**src/rtl/if_id_stage_pkg.sv**
```systemverilog
// Shared constants and state encodings for the IF/ID pipeline register.
// Consumers import if_id_stage_pkg::*.
package if_id_stage_pkg;

  localparam logic [31:0] CPU_RESET_ADDR = 32'h0000_1000;
  localparam logic [31:0] ZERO_WORD      = 32'h0000_0000;

  typedef enum logic [1:0] {
    IFID_EMPTY = 2'd0,
    IFID_ONE   = 2'd1,
    IFID_FULL  = 2'd2
  } ifid_state_e;

endpackage

```
**src/rtl/if_id_stage.sv**
```systemverilog
// IF/ID pipeline register with valid/ready handshake; 1-cycle latency, flush discards held entries.
// IF_ID_STAGE_SKID_EN: two-entry skid buffer with registered in_ready_o; otherwise a single register.
module if_id_stage
  import if_id_stage_pkg::*;
#(
  parameter int              PC_W     = 32,
  parameter int              INST_W   = 32,
  parameter logic [PC_W-1:0] RESET_PC = PC_W'(CPU_RESET_ADDR)
) (
  input  logic              clk,
  input  logic              rst_n,
  input  logic              in_valid_i,
  output logic              in_ready_o,
  input  logic [PC_W-1:0]   pc_i,
  input  logic [INST_W-1:0] inst_i,
  input  logic              flush_i,
  output logic              out_valid_o,
  input  logic              out_ready_i,
  output logic [PC_W-1:0]   pc_o,
  output logic [INST_W-1:0] inst_o
);

  ifid_state_e       r_state;
  ifid_state_e       w_next_state;
  logic [PC_W-1:0]   r_main_pc;
  logic [INST_W-1:0] r_main_inst;
  logic              r_in_rdy;
  logic              w_in_xfer;
  logic              w_out_xfer;
  logic              w_load_main;
`ifdef IF_ID_STAGE_SKID_EN
  logic [PC_W-1:0]   r_skid_pc;
  logic [INST_W-1:0] r_skid_inst;
  logic              w_load_skid;
  logic              w_skid_to_main;
`endif

  assign out_valid_o = (r_state != IFID_EMPTY);
  assign w_in_xfer   = in_valid_i && in_ready_o;
  assign w_out_xfer  = out_valid_o && out_ready_i;
  assign pc_o        = r_main_pc;
  assign inst_o      = out_valid_o ? r_main_inst : INST_W'(ZERO_WORD);

`ifdef IF_ID_STAGE_SKID_EN
  assign in_ready_o = r_in_rdy;
`else
  // r_in_rdy only masks the reset cycle; otherwise ready follows the consumer.
  assign in_ready_o = r_in_rdy && (!out_valid_o || out_ready_i);
`endif

  always_comb begin
    w_next_state   = r_state;
    w_load_main    = 1'b0;
`ifdef IF_ID_STAGE_SKID_EN
    w_load_skid    = 1'b0;
    w_skid_to_main = 1'b0;
`endif
    case (r_state)
      IFID_EMPTY: begin
        if (w_in_xfer) begin
          w_next_state = IFID_ONE;
          w_load_main  = 1'b1;
        end
      end
      IFID_ONE: begin
        if (w_in_xfer && w_out_xfer) begin
          w_load_main = 1'b1;
        end else if (w_out_xfer) begin
          w_next_state = IFID_EMPTY;
`ifdef IF_ID_STAGE_SKID_EN
        end else if (w_in_xfer) begin
          w_next_state = IFID_FULL;
          w_load_skid  = 1'b1;
`endif
        end
      end
`ifdef IF_ID_STAGE_SKID_EN
      IFID_FULL: begin
        if (w_out_xfer) begin
          w_next_state   = IFID_ONE;
          w_skid_to_main = 1'b1;
        end
      end
`endif
      default: w_next_state = IFID_EMPTY;
    endcase
    // Redirect wins over everything; main is not reloaded so pc_o keeps its last value.
    if (flush_i) begin
      w_next_state   = IFID_EMPTY;
      w_load_main    = 1'b0;
`ifdef IF_ID_STAGE_SKID_EN
      w_load_skid    = 1'b0;
      w_skid_to_main = 1'b0;
`endif
    end
  end

  always_ff @(posedge clk) begin
    if (rst_n) begin
      r_state     <= IFID_EMPTY;
      r_main_pc   <= RESET_PC;
      r_main_inst <= INST_W'(ZERO_WORD);
      r_in_rdy    <= 1'b0;
`ifdef IF_ID_STAGE_SKID_EN
      r_skid_pc   <= '0;
      r_skid_inst <= '0;
`endif
    end else begin
      r_state <= w_next_state;
      if (w_load_main) begin
        r_main_pc   <= pc_i;
        r_main_inst <= inst_i;
      end
`ifdef IF_ID_STAGE_SKID_EN
      r_in_rdy <= (w_next_state != IFID_FULL);
      if (w_skid_to_main) begin
        r_main_pc   <= r_skid_pc;
        r_main_inst <= r_skid_inst;
      end
      if (w_load_skid) begin
        r_skid_pc   <= pc_i;
        r_skid_inst <= inst_i;
      end
`else
      r_in_rdy <= 1'b1;
`endif
    end
  end

endmodule

```
**config.mk**
```make
export PLATFORM = sky130hd
export DESIGN_NAME = if_id_stage
export DESIGN_NICKNAME = d
export VERILOG_FILES = /design/src/rtl/if_id_stage_pkg.sv /design/src/rtl/if_id_stage.sv
export SDC_FILE = /design/constraint.sdc
export NUM_CORES = 1
export LEC_CHECK = 0
export BUFFER_PORTS_ARGS = -buffer_cell sky130_fd_sc_hd__buf_2
export CAP_MARGIN = 20
export CELL_PAD_IN_SITES_DETAIL_PLACEMENT = 1
export CELL_PAD_IN_SITES_GLOBAL_PLACEMENT = 2
export CORE_MARGIN = 2
export CORE_UTILIZATION = 26
export DETAILED_ROUTE_END_ITERATION = 16
export MAX_ROUTING_LAYER = met4
export PLACE_DENSITY = 0.9
export SLEW_MARGIN = 0
export SYNTH_ARGS = -nofsm -noshare
export SYNTH_HDL_FRONTEND = slang
export SYNTH_SLANG_ARGS = --single-unit
```
**constraint.sdc**
```tcl
create_clock -name clk -period 1.5 [get_ports clk]
set_clock_uncertainty 0.1 [all_clocks]
set_input_delay 0.45 -clock clk [delete_from_list [all_inputs] [get_ports clk]]
set_output_delay 0.45 -clock clk [all_outputs]
set_load 0.05 [all_outputs]
```
==> results of run 1 <==
-- layout by cell type (no fill, tap or decap) --
cell type	netlist	layout
buf_12	6	7
clkbuf_4	0	2
mux2i_2	0	2
clkbuf_8	0	10
and2_2	3	2
dfxtp_4	0	1
nand2b_4	0	1
buf_16	0	6
buf_8	0	31
nor3b_4	0	1
dfxtp_1	66	65
bufinv_16	0	1
clkbuf_1	15	3
and2_4	0	31
nand2_1	127	127
clkinv_2	0	3
buf_2	0	69
clkbuf_16	0	1
nor2_1	2	2
mux2i_1	64	62
buf_4	1	25
a211oi_1	1	1
buf_6	1	14
-- metrics by stage --
step	hold slack, ns	util, %	total power, mW	TNS, ns
floorplan	0.3300	-	2.223	0
global placement	0.3372	34.49	2.372	-7.493
detailed placement	0.3506	34.49	2.388	-10.82
CTS	0.1762	42.16	3.999	-12.86
global route	0.1799	42.94	4.152	-21.17
finish	0.1985	42.94	3.944	-14.18
-- layer usage --
metal | wire, µm | GRT usage [%] | vias up
met3 | 520 | 4.244 | 5
met5 | 0 | - | -
met4 | 51 | 4.340 | 0
met2 | 4200 | 24.40 | 83
li1 | - | - | 1302
met1 | 4071 | 19.36 | 1231
-- cell families after synthesis --
family | synth area share, %
AO/OA/AOI/OAI | 0.2606
AND/OR/NAND/NOR | 24.75
multiplexers | 22.23
flip-flops | 45.85
buffers and inverters | 6.904
-- worst max-delay path, stage by stage (launching register included) --
cell	delay, ns
dfxtp_4	0.40
buf_4	0.13
nand2b_4	0.05
and2_4	0.16
buf_8	0.14
-- how the worst max path moves through the flow --
stage,slack [ns],startpoint,end,depth (start not counted)
detailed placement,-0.21,out_ready_i,pc_o[2],5
finish,-0.28,r_state[0],in_ready_o,4
global route,-0.35,r_state[0],inst_o[25],3
global placement,-0.14,out_ready_i,in_ready_o,4
CTS,-0.31,r_state[0],inst_o[25],3
floorplan,0.05,r_state[0],inst_o[0],2
-- final cells by class --
cell class	instances	area, µm²
multi-input cells	229	1459
clock buffers	13	148.9
repair buffers	155	1501
clock inverters	3	40.04
inverters	1	5.005
fillers	1231	6186
well taps	140	175.2
flip-flops and latches	66	1325
-- registers in the layout (all words and copies together), names as in the netlist --
name	flops
r_main_inst	32
r_state	1
pc_o	32
r_in_rdy	1
-- power groups by stage --
stage | sequential, mW | clock [mW] | combinational [mW]
after detailed placement | 1.89 | 0 | 0.501
final | 1.85 | 1.48 | 0.611
after global routing | 1.86 | 1.64 | 0.658
after floorplan | 1.99 | 0 | 0.236
after global placement | 1.88 | 0 | 0.488
after CTS | 1.85 | 1.55 | 0.600
-- cells in the mapped netlist, drive strengths merged --
master and count:
nor3b 1, a211oi 1, inv 1, dfxtp 66, and2 33, clkbuf 15
nand2 127, nor2 2, nand2b 1, buf 8, mux2i 64
-- what timing repair did --
action | 4_1_cts | 5_1_grt
cloned | 6 | 1
buffers inserted | 7 | 2
endpoints found under the setup margin | 113 | 107
resized for setup | 139 | 16
==> impl_results.html, run 1 <==
<table>
<tr><th>Metric</th><th>Value</th></tr>
<tr><th colspan="2">Finish</th></tr>
<tr><td>Count of inserted antenna diode cells</td><td>0</td></tr>
<tr><td>Number of cells in the finished layout apart from fillers</td><td>607</td></tr>
<tr><td>Fraction of final layout cells sized beyond drive strength 1</td><td>44.33%</td></tr>
<tr><td>Final nets</td><td>531</td></tr>
<tr><td>Growth of design area from synthesis to finish</td><td>61.53%</td></tr>
<tr><td>Final instance area</td><td>4654 µm²</td></tr>
<tr><th colspan="2">Floorplanning</th></tr>
<tr><td>Die ar.</td><td>11940 µm²</td></tr>
<tr><td>Initial cell density of the core</td><td>26.58%</td></tr>
<tr><td>Placeable Area</td><td>10840 µm²</td></tr>
<tr><td>Core Rows</td><td>38</td></tr>
<tr><td>Number of primary I/O pins</td><td>135</td></tr>
<tr><td>Die height</td><td>109.3 µm</td></tr>
<tr><td>Die boundary width</td><td>109.3 µm</td></tr>
<tr><th colspan="2">Power and ir drop</th></tr>
<tr><td>Leak pwr</td><td>2.038 nW</td></tr>
<tr><td>Reg power frac</td><td>46.9%</td></tr>
<tr><td>Internal power</td><td>2.899 mW</td></tr>
<tr><td>Power Density</td><td>847.4 nW/µm²</td></tr>
<tr><td>Switching part of the total</td><td>26.49%</td></tr>
<tr><td>Comb pwr share</td><td>15.5%</td></tr>
<tr><td>Share of power burned in the clock network</td><td>37.6%</td></tr>
<tr><td>Sw power</td><td>1.045 mW</td></tr>
<tr><td>Worst VDD drop</td><td>382.7 µV</td></tr>
<tr><th colspan="2">Setup path</th></tr>
<tr><td>WS Path Type</td><td>flip-flop to primary output</td></tr>
<tr><td>Register-to-register setup slack</td><td>-0.15 ns</td></tr>
<tr><td>Largest driver fanout on the critical path</td><td>4</td></tr>
<tr><td>Capture instance of the worst register-to-register path</td><td>pc_o[18]</td></tr>
<tr><td>Data arrival time of the critical path</td><td>1.23 ns</td></tr>
<tr><td>Worst flop-to-flop path startpoint</td><td>r_state[0]</td></tr>
<tr><td>Crit end category</td><td>primary output</td></tr>
<tr><td>Critical path required time</td><td>0.95 ns</td></tr>
<tr><td>Kind of start point of the critical path</td><td>flip-flop</td></tr>
<tr><td>Cell count of the worst reg-to-reg path</td><td>7</td></tr>
<tr><th colspan="2">Timing</th></tr>
<tr><td>Number of setup violations in the final report</td><td>95</td></tr>
<tr><td>Final slew viol count</td><td>0</td></tr>
<tr><td>Post-route worst setup slack</td><td>-0.2836 ns</td></tr>
<tr><td>Hold violation count in the final report</td><td>0</td></tr>
<tr><td>Maximum clock frequency</td><td>560.6 MHz</td></tr>
<tr><td>Unrepaired setup endpoints after global routing</td><td>true</td></tr>
<tr><td>Max-Slew Margin vs Limit</td><td>80.36%</td></tr>
<tr><td>Final critical-path required period</td><td>1.784 ns</td></tr>
<tr><td>Worst Max-Slew Pin Slew</td><td>0.2946 ns</td></tr>
<tr><td>Fraction of the cycle the final worst path needs</td><td>118.9%</td></tr>
<tr><th colspan="2">Drt</th></tr>
<tr><td>ANT nets after route</td><td>0</td></tr>
<tr><td>DRC marker count from the first detailed-route iteration</td><td>69</td></tr>
<tr><td>WL/cell</td><td>14.57 µm</td></tr>
<tr><td>Total iterations of the first detailed-routing run</td><td>4</td></tr>
<tr><td>Routed via count</td><td>2621</td></tr>
<tr><td>Total wirelength of the detailed-routed design</td><td>8843 µm</td></tr>
<tr><td>Number of design rule violations left after detail routing</td><td>0</td></tr>
<tr><td>Drt via density</td><td>4.318</td></tr>
<tr><th colspan="2">Synthesis</th></tr>
<tr><td>Cell taking the most area after synthesis</td><td>dfxtp_1</td></tr>
<tr><td>Distinct cell type count after synthesis</td><td>14</td></tr>
<tr><td>FF+latch count, synth</td><td>66</td></tr>
<tr><td>Synth area leaders</td><td>dfxtp_1, mux2i_1, nand2_1, and2_1, buf_12</td></tr>
<tr><td>Syn_nets</td><td>388</td></tr>
<tr><td>Post-Synthesis Mean Instance Area</td><td>9.033 µm²</td></tr>
<tr><td>Seq/Total Area, Yosys</td><td>45.85%</td></tr>
<tr><td>Number of synthesis warnings</td><td>0</td></tr>
<tr><td>Netlist area before placement</td><td>2882 µm²</td></tr>
<tr><td>Number of cells produced by synthesis</td><td>319</td></tr>
<tr><td>Top-area cell type share of the netlist area</td><td>45.85%</td></tr>
<tr><th colspan="2">CTS</th></tr>
<tr><td>Clock tree from TritonCTS</td><td>yes</td></tr>
<tr><td>Hold-fix buffers at CTS</td><td>0</td></tr>
<tr><td>Cts bufs inserted</td><td>9</td></tr>
<tr><td>Clock root buffer</td><td>clkbuf_8</td></tr>
<tr><td>Clock buffer depth</td><td>2</td></tr>
<tr><td>Number of H-tree levels</td><td>3</td></tr>
<tr><td>Number of clock sinks seen by CTS</td><td>66</td></tr>
<tr><td>Skew-Pair Late Insertion Delay</td><td>0.34 ns</td></tr>
<tr><td>Clk pin slew, worst setup/hold paths</td><td>0.08 ns</td></tr>
<tr><th colspan="2">Run status</th></tr>
<tr><td>Failing checks</td><td>negative setup slack</td></tr>
<tr><td>Outcome</td><td>complete, but fails checks</td></tr>
<tr><th colspan="2">Place</th></tr>
<tr><td>Total placed instance area</td><td>3739 µm²</td></tr>
<tr><td>Final weighted congestion of routability-driven global placement</td><td>0.6920</td></tr>
<tr><td>DPL Wire Length</td><td>5337 µm</td></tr>
<tr><td>Number of cells after detailed placement</td><td>576</td></tr>
<tr><td>Port bufs</td><td>134</td></tr>
<tr><td>Placement-stage worst setup slack</td><td>-0.2138 ns</td></tr>
<tr><th colspan="2">Global routing</th></tr>
<tr><td>Largest net degree at the start of global routing</td><td>71</td></tr>
<tr><td>Via count of the first global-routing pass</td><td>2690</td></tr>
<tr><td>Antenna violations before repair</td><td>0</td></tr>
<tr><td>GRT Total Usage</td><td>15.43%</td></tr>
<tr><td>Global-route congestion overflow total</td><td>0</td></tr>
<tr><td>Wire length of the first global-routing pass</td><td>13360 µm</td></tr>
<tr><th colspan="2">Min path</th></tr>
<tr><td>Destination of the worst hold path</td><td>r_state[0]</td></tr>
<tr><td>Worst hold path cell count</td><td>2</td></tr>
<tr><td>Worst hold path startpoint</td><td>flush_i</td></tr>
<tr><td>Class of the tightest hold or removal check</td><td>primary input to flip-flop</td></tr>
<tr><th colspan="2">Flow run</th></tr>
<tr><td># Max-Cap Violations</td><td>0</td></tr>
</table>
(Power assumes the default switching activity.)
==> inputs of run 2 (changes only) <==
--- a/config.mk
+++ b/config.mk
@@ -7,2 +7,3 @@
 export LEC_CHECK = 0
+export ABC_CLOCK_PERIOD_IN_PS = 1500
 export BUFFER_PORTS_ARGS = -buffer_cell sky130_fd_sc_hd__buf_2
==> constraint.sdc (replaced) <==
create_clock -name clk -period 1.5 [get_ports clk]
set_clock_uncertainty 0.1 [all_clocks]
set_input_delay 0 -clock clk [delete_from_list [all_inputs] [get_ports clk]]
set_output_delay 0 -clock clk [all_outputs]
set_load 0.05 [all_outputs]
==> run 2 against run 1 <==
Compared with the run above:
- largest cell class unchanged
- critical path depth is 1 higher
- final area is 0.56% lower
- wire length is 0.14% lower
- critical endpoint is now pc_o[18]
- sequential power hardly changed
- clock power hardly changed
- highest routed layer unchanged
- hold slack better by 0.13 ns
- non-clock buffer count is 56 higher
- utilization is 0.24 points lower
- worst setup slack better by 0.34 ns
- final cell count is 9.2% higher
- largest power group unchanged
- the run now ends clean
==> impl_results.html, run 2 (synthesis results as in run 1) <==
<table>
<tr><th>Metric</th><th>Value</th></tr>
<tr><th colspan="2">Finish</th></tr>
<tr><td>Utilization after layout</td><td>42.69%</td></tr>
<tr><td>Count of inserted antenna diode cells</td><td>0</td></tr>
<tr><td>Fraction of final layout cells sized beyond drive strength 1</td><td>31.17%</td></tr>
<tr><td>Number of cells in the finished layout apart from fillers</td><td>663</td></tr>
<tr><td>Most used cells in the layout excluding fill and tap cells</td><td>nand2_1, buf_2, dlygate4sd3_1</td></tr>
<tr><td>Most common cell after layout, fill and taps aside</td><td>nand2_1</td></tr>
<tr><td>Growth of design area from synthesis to finish</td><td>60.62%</td></tr>
<tr><td>Final instance area</td><td>4628 µm²</td></tr>
<tr><td>Final nets</td><td>587</td></tr>
<tr><td>Total of fill cells in the finished design</td><td>1275</td></tr>
<tr><th colspan="2">Timing</th></tr>
<tr><td>Fraction of the cycle the final worst path needs</td><td>96.41%</td></tr>
<tr><td>Max-Slew Margin vs Limit</td><td>79.08%</td></tr>
<tr><td>Fin Setup TNS</td><td>0 ns</td></tr>
<tr><td>Unrepaired setup endpoints after global routing</td><td>true</td></tr>
<tr><td>Maximum clock frequency</td><td>691.5 MHz</td></tr>
<tr><td>Hold violation count in the final report</td><td>0</td></tr>
<tr><td>Number of setup violations in the final report</td><td>0</td></tr>
<tr><td>Final slew viol count</td><td>0</td></tr>
<tr><td>Worst Max-Slew Pin Slew</td><td>0.3138 ns</td></tr>
<tr><td>Final critical-path required period</td><td>1.446 ns</td></tr>
<tr><th colspan="2">CTS</th></tr>
<tr><td>Skew-Pair Late Insertion Delay</td><td>0.33 ns</td></tr>
<tr><td>Number of H-tree levels</td><td>3</td></tr>
<tr><td>Cts bufs inserted</td><td>9</td></tr>
<tr><td>Clock tree from TritonCTS</td><td>yes</td></tr>
<tr><td>Clock root buffer</td><td>clkbuf_8</td></tr>
<tr><td>Number of clock sinks seen by CTS</td><td>66</td></tr>
<tr><td>Clk pin slew, worst setup/hold paths</td><td>0.07 ns</td></tr>
<tr><td>Clock buffer depth</td><td>2</td></tr>
<tr><th colspan="2">Power and ir drop</th></tr>
<tr><td>Leak pwr</td><td>2.099 nW</td></tr>
<tr><td>Worst VDD drop</td><td>492.6 µV</td></tr>
<tr><td>Power Density</td><td>860.4 nW/µm²</td></tr>
<tr><td>Sum of internal, switching and leakage power</td><td>3.982 mW</td></tr>
<tr><th colspan="2">Place</th></tr>
<tr><td>DPL Wire Length</td><td>5276 µm</td></tr>
<tr><td>Number of cells after detailed placement</td><td>575</td></tr>
<tr><td>Port bufs</td><td>134</td></tr>
<tr><td>Final weighted congestion of routability-driven global placement</td><td>0.6980</td></tr>
<tr><td>Total placed instance area</td><td>3628 µm²</td></tr>
<tr><th colspan="2">Setup path</th></tr>
<tr><td>Critical path required time</td><td>1.65 ns</td></tr>
<tr><td>Crit path max-delay family</td><td>buffers and inverters</td></tr>
<tr><td>Stage delay of the slowest cell on the critical path</td><td>0.33 ns</td></tr>
<tr><td>Cell count of the worst reg-to-reg path</td><td>5</td></tr>
<tr><td>Crit-path slowest cell</td><td>dfxtp_2</td></tr>
<tr><td>Critical path buffers and inverters</td><td>2</td></tr>
<tr><td>Critical Path Stages</td><td>5</td></tr>
<tr><td>WS Path Type</td><td>flip-flop to flip-flop</td></tr>
<tr><td>Crit end category</td><td>flip-flop</td></tr>
<tr><td>Largest driver fanout on the critical path</td><td>17</td></tr>
<tr><td>Cells along the critical path</td><td>nand2b_1, nor3b_4, buf_4, buf_12, mux2i_1</td></tr>
<tr><td>Data arrival time of the critical path</td><td>1.60 ns</td></tr>
<tr><td>Kind of start point of the critical path</td><td>flip-flop</td></tr>
<tr><th colspan="2">Floorplanning</th></tr>
<tr><td>Core Rows</td><td>38</td></tr>
<tr><td>Die height</td><td>109.3 µm</td></tr>
<tr><td>Die ar.</td><td>11940 µm²</td></tr>
<tr><td>Placeable Area</td><td>10840 µm²</td></tr>
<tr><td>Die boundary width</td><td>109.3 µm</td></tr>
<tr><td>Initial cell density of the core</td><td>26.58%</td></tr>
<tr><td>Number of primary I/O pins</td><td>135</td></tr>
<tr><th colspan="2">Drt</th></tr>
<tr><td>DRC marker count from the first detailed-route iteration</td><td>66</td></tr>
<tr><td>Number of design rule violations left after detail routing</td><td>0</td></tr>
<tr><td>Total iterations of the first detailed-routing run</td><td>4</td></tr>
<tr><td>ANT nets after route</td><td>0</td></tr>
<tr><td>WL/cell</td><td>13.32 µm</td></tr>
<tr><td>Total wirelength of the detailed-routed design</td><td>8831 µm</td></tr>
<tr><td>Routed via count</td><td>2822</td></tr>
<tr><td>Drt via density</td><td>4.256</td></tr>
<tr><th colspan="2">Global routing</th></tr>
<tr><td>GR met3 Demand/Resource</td><td>4.005%</td></tr>
<tr><td>Wire length of the first global-routing pass</td><td>13010 µm</td></tr>
<tr><td>GRT met2 Usage</td><td>25.42%</td></tr>
<tr><td>Highest-utilization routing layer at the global route stage</td><td>met2</td></tr>
<tr><td>Antenna violations before repair</td><td>0</td></tr>
<tr><td>GRT Total Usage</td><td>14.33%</td></tr>
<tr><td>GRT met1 Usage</td><td>15.75%</td></tr>
<tr><td>Global-route congestion overflow total</td><td>0</td></tr>
<tr><td>Largest net degree at the start of global routing</td><td>78</td></tr>
<tr><td>Via count of the first global-routing pass</td><td>2853</td></tr>
<tr><th colspan="2">Min path</th></tr>
<tr><td>Class of the tightest hold or removal check</td><td>primary input to flip-flop</td></tr>
<tr><td>Worst hold path cell count</td><td>6</td></tr>
<tr><th colspan="2">Run status</th></tr>
<tr><td>Outcome</td><td>finished clean</td></tr>
<tr><th colspan="2">Flow run</th></tr>
<tr><td># Max-Cap Violations</td><td>0</td></tr>
</table>
==> run 2: cell types whose count changed in the layout (fill, tap and decap cells not counted), moves of 15 or more <==
cell	change
dlygate4sd3_1	+68
buf_2	+48
and2_4	-31
and2_1	+30
buf_8	-30
buf_4	-23
clkbuf_4	+15
==> run 2: metrics by stage <==
stage,hold slack (ns),setup slack [ns]
3_3_place_gp,0.1122,0.1269
3_5_place_dp,0.1436,0.001345
6_report,0.3304,0.05382
2_1_floorplan,-0.03468,0.08713
4_1_cts,0.2224,-0.01413
5_1_grt,0.3250,-0.004932
==> run 2: cell type report <==
| class | instances | area [µm²] | share of cell area [%] |
|---|---|---|---|
| repair buffers | 211 | 1562 | 33.74 |
| clock buffers | 12 | 145.1 | 3.136 |
| well taps | 140 | 175.2 | 3.785 |
| multi-input cells | 229 | 1368 | 29.55 |
| inverters | 1 | 5.005 | 0.1081 |
| clock inverters | 4 | 51.30 | 1.108 |
| flip-flops and latches | 66 | 1323 | 28.58 |
==> run 2: worst paths after layout <==
path,from,to,slack (ns)
setup reg to reg,r_state[0],pc_o[18],0.05
setup / recovery,r_state[0],pc_o[18],0.05
hold reg to reg,r_main_inst[3],r_main_inst[3],0.35
hold / removal,in_valid_i,r_main_inst[26],0.33
==> run 2: report_power, final <==
part,internal (mW),leakage [nW],switching (mW)
clock,0.815,0.0966,0.671
sequential,1.81,0.537,0.0305
combinational,0.310,1.47,0.342
total,2.94,2.10,1.04
==> run 2: per-layer routing <==
layer  share of wire (%)  up-vias
met3                 4.9       10
met5                   0        -
met1                  42     1321
met2                  52       83
li1                    -     1408
met4                 1.2        0
==> run 2: worst reg2reg max path, stage by stage (launching register included) <==
cell	delay [ns]
dfxtp_2	0.33
nand2b_1	0.12
nor3b_4	0.21
buf_4	0.20
buf_12	0.19
mux2i_1	0.23
==> run 2: repair_timing <==
action,in CTS,in global routing
resized for setup,1,19
hold buffers,68,0
cloned,0,2
setup endpoints to repair,33,50
buffers inserted,0,2
endpoints found under the hold margin,65,0
